## config.mk

```make
export PLATFORM = sky130hd
export DESIGN_NAME = count_checker_sat_counter
export DESIGN_NICKNAME = d
export VERILOG_FILES = /design/src/rtl/count_checker_sat_counter.sv
export SDC_FILE = /design/constraint.sdc
export NUM_CORES = 1
export LEC_CHECK = 0
export CORE_AREA = 4 4 41 43
export DETAILED_ROUTE_END_ITERATION = 8
export DIE_AREA = 0 0 45 47
export PLACE_DENSITY = 0.75
export SYNTH_ARGS = -nofsm -noshare
export SYNTH_HDL_FRONTEND = slang
export SYNTH_SLANG_ARGS = --single-unit
```

## constraint.sdc

```tcl
create_clock -name i_clk -period 2.1 [get_ports i_clk]
set_input_delay 0.21 -clock i_clk [delete_from_list [all_inputs] [get_ports i_clk]]
set_output_delay 0.21 -clock i_clk [all_outputs]
set_load 0.01 [all_outputs]
```

## src/rtl/count_checker_sat_counter.sv

```systemverilog
// rtl/count_checker_sat_counter.sv - saturating up-counter with synchronous clear
module count_checker_sat_counter #(
   parameter int W = 8
) (
   input  logic         i_clk,
   input  logic         i_rst,
   input  logic         i_inc,
   input  logic         i_clr,
   output logic [W-1:0] o_q
);

   logic [W-1:0] r_q;

   // Count increments, holding at all-ones; clear overrides a same-cycle increment
   always_ff @(posedge i_clk or posedge i_rst) begin
      if (i_rst) begin
         r_q <= '0;
      end else if (i_clr) begin
         r_q <= '0;
      end else if (i_inc && (r_q != {W{1'b1}})) begin
         r_q <= r_q + 1'b1;
      end
   end

   assign o_q = r_q;

endmodule

```

Word-level counts from Yosys, hierarchy flattened
Cells that the tools add are included.
W data, S select, Z words.
- flip-flop bits (word level): 8
- output and inout port bits: 8
- logic and storage cells: 7
- $add $sub $neg: 1
- equality and inequality tests: 1
- mux-type cells: 2
- reductions and logical operators: 2
- operators by type and width (kind ; count):
    $mux W8 ; 2
    $add A8 B1 Y8 const B ; 1
    $ne A8 B8 Y1 const B ; 1
    $reduce_bool A2 Y1 ; 1
    $logic_and A1 B1 Y1 ; 1

Depth between registers and ports, before layout
- depth in word-level cells: 4
- gate-level depth with buffers: 4
- depth with buffers taken out: 4

Worst setup path before layout
No wires, ideal clock.
- kind: register to register
- start point: register r_q[0], in the netlist o_q[0]
- end point: register r_q[5], in the netlist o_q[5]
- library setup time: 0.125 ns
- arrival time: 1.463 ns
- required time: 1.975 ns
- setup slack: 0.512 ns
- cell stages (with the launch flop): 5
- buffers on the path: 0
- cells stage by stage: dfrtp_1 ha_1 and3_1 a211oi_2 mux2_4
- longest elaborated chain between the ends: 3
- elaborated cells between the ends (all ways): 6
- those cells by class: add/sub: 1; eq/ne: 1; mux: 2; reduce/logical: 2
- ends and longest elaborated chain (item ; line ; RTL):
    start, declared ; 12 ; logic [W-1:0] r_q;
    start signal, assigned ; 21 ; r_q <= r_q + 1'b1;
    $add A8 B1 Y8 or $ne A8 B8 Y1 (tied branches) ; 21, 20 ;
    $mux W8 or $logic_and A1 B1 Y1 (tied branches) ; 20 ; end else if (i_inc && (r_q != {W{1'b1}})) begin
    $mux W8 or $reduce_bool A2 Y1 (tied branches) ; - ;
Parallel ways exist; a longest one is shown, timed or not. The select of a mux whose other input is x is not followed.
A chain may end at the register's enable or synchronous reset.

Worst setup path after layout
Same ends and word-level chain as after synthesis.

==> impl_metrics.csv <==
group,metric,value,unit
drt,drc,0,
sta,fmax,612,MHz
drt,num_vias,404,
clock_tree,cts.reportedPaths.clkPinSlew,0.05,ns
die,die_area,2120,um2
clock_tree,tritoncts,"yes",
drt,drtIter0Drc,7,
finish,final_cell_mix,"clkdlybuf4s50_1 (11), dfrtp_1 (8)",
sta,period_needed,1.63,ns
clock_tree,post-cts-setup-buffer-count,0,
grt,grt_pass1_wl,1.87,mm
grt,use_met3,4.98,%
placement,io_buffers,11,
synth,ys_warn_count,0,
sta,finalCritPeriodShare,77.8,%
finish,final_common_cell,"clkdlybuf4s50_1",
sta,slew_violations,0,
drt,first_pass_iters,4,
setup_path,start_kind,"register",
synth,ys_seq_area_share,39.7,%
setup_path,crit_arrival,1.77,ns
grt,use_met1,15.9,%
grt,grt_overflow,0,
synth,ys_types,25,
sta,finalSetupTns,0,ns
die,die_w,45,um
sta,finalHoldViolCount,0,
clock_tree,numCtsBuffers,3,
drt,routed_wl,1.05,mm
sta,fin_skew,0.00244,ns
setup_path,cp-end-kind,"register",
die,start_util,38.8,%
drt,wl_per_cell,13.8,um
power_and_ir_drop,power_density,496,nW/um2
grt,grt_pass1_vias,418,
power_and_ir_drop,peakVddDrop,268,uV
die,die_h,47,um
sta,setup_ws,0.467,ns
sta,final-setup-viol-count,0,
power_and_ir_drop,p_leak,0.286,nW
die,core,1300,um2
finish,nets,68,
placement,place_congestion,0.878,
clock_tree,cts-hold-fix-buffers,0,
placement,post-place-ws,0.415,ns
sta,rsz0062_at_grt,"false",
clock_tree,insertion_delay,0.25,ns
drt,ant_nets,0,
setup_path,critPathKind,"register to register",
grt,busiest_layer,"met2",
placement,hpwl,789,um
placement,dpl-instance-area,618,um2
die,rows,13,
synth,synth-seq-cells,8,
drt,avgViaCountPerCell,5.32,
grt,antenna_found_initial,0,
setup_path,worstPathRequired,2.24,ns
finish,drive_gt1_share,18.0,%
finish,final_area,641,um2
clock_tree,cts_root_buffer,"clkbuf_4",
synth,netlist_area,504,um2
finish,largest_reg_flops,8,
sta,timing.slew.headroom,78.5,%
finish,area_growth,27.0,%
grt,use_met2,19.2,%
clock_tree,cts_sinks,8,
clock_tree,cts_max_level,1,
grt,grt_max_degree,11,
setup_path,critical_path.max_fanout,5,
grt,grt_usage,13.1,%
synth,netlist_instances,49,
sta,worstMarginPinSlew,0.322,ns
finish,n_antenna_cell,0,
synth,syn_area_per_cell,10.3,um2
synth,synth_fp_nets,54,
die,io_pins,12,
clock_tree,cts.path.max_buffers,2,
clock_tree,cts_resized,0,
min_path,holdCritPathClass,"input pin to asynchronous set/reset pin",
run,maxCapViolCount,0,
power_and_ir_drop,power.total,0.318,mW
status,status,"finished, final reports clean",
==> where the power goes <==
part           internal, mW  switching (mW)  leakage [nW]
clock network        0.0655          0.0532        0.0138
logic                0.0198          0.0170         0.162
registers             0.158         0.00446         0.110
==> through the flow <==
step                      util [%]  instances  hold WS [ns]
after floorplan                  -         49        0.0257
after global placement        47.5         73         0.477
after detailed placement      47.5         73         0.496
after CTS                     49.2         76         0.217
after global routing          49.2         76         0.222
final                         49.2         76         0.214
==> kinds of logic (layout without fill, tap and decap cells) <==
logic type                 Yosys count  count (layout)  share of synthesized area, %
and+or+nand+nor                     22              22                          23.8
adders and majority gates            1               1                          2.48
buffers and inverters                4              16                          4.47
DFF                                  8               8                          39.7
muxes                                5               5                          13.9
AOI/OAI and AO/OA                    9               9                          15.6
==> critical path, stage by stage (launching register included) <==
cell and delay [ns]:
dfrtp_1 0.42, ha_1 0.27, and3_1 0.25, a211oi_2 0.26
mux2_4 0.32
==> final timing paths <==
check                           cells past startpoint  slack, ns  startpoint  endpoint
worst max-delay path                                4       0.47      o_q[0]    o_q[5]
worst min-delay path                                2       0.21       i_rst    o_q[0]
worst max register to register                      4       0.47      o_q[0]    o_q[5]
worst min register to register                      2       0.57      o_q[1]    o_q[1]
max in group asynchronous                           2       1.64       i_rst    o_q[6]
min in group i_clk                                  2       0.57      o_q[1]    o_q[1]
==> Yosys cell counts <==
library cell,instances,area (um2)
buf_6,1,11.3
a211oi_2,1,12.5
nor2_1,4,15.0
ha_1,1,12.5
and4_1,1,8.76
dfrtp_1,8,200
nand4_1,2,12.5
nor3_1,1,5.00
mux2_4,4,60.1
nand2b_1,1,6.26
a21oi_2,2,17.5
clkbuf_1,1,3.75
o211a_1,1,10.0
and3_1,1,6.26
inv_1,2,7.51
o311a_1,1,10.0
nand4b_1,1,8.76
a21oi_1,2,10.0
a21boi_2,1,11.3
o21bai_1,1,7.51
nor2b_1,4,25.0
nand3_1,2,10.0
mux2i_1,1,10.0
and2b_1,1,7.51
nand2_1,4,15.0
==> layout make-up <==
type                    count  area [um2]
clock buffers               3        22.5
fillers                   128         661
inverters                   2        7.51
multi-input cells          37         282
flip-flops and latches      8         200
well taps                  15        18.8
repair buffers             11         110
==> metal layers <==
layer / up-vias / wire length (um)
li1: 200 / -
met1: 187 / 483
met2: 11 / 478
met3: 6 / 54
met4: 0 / 33
met5: - / 0
No activity file was read; power rests on OpenSTA's default activity.
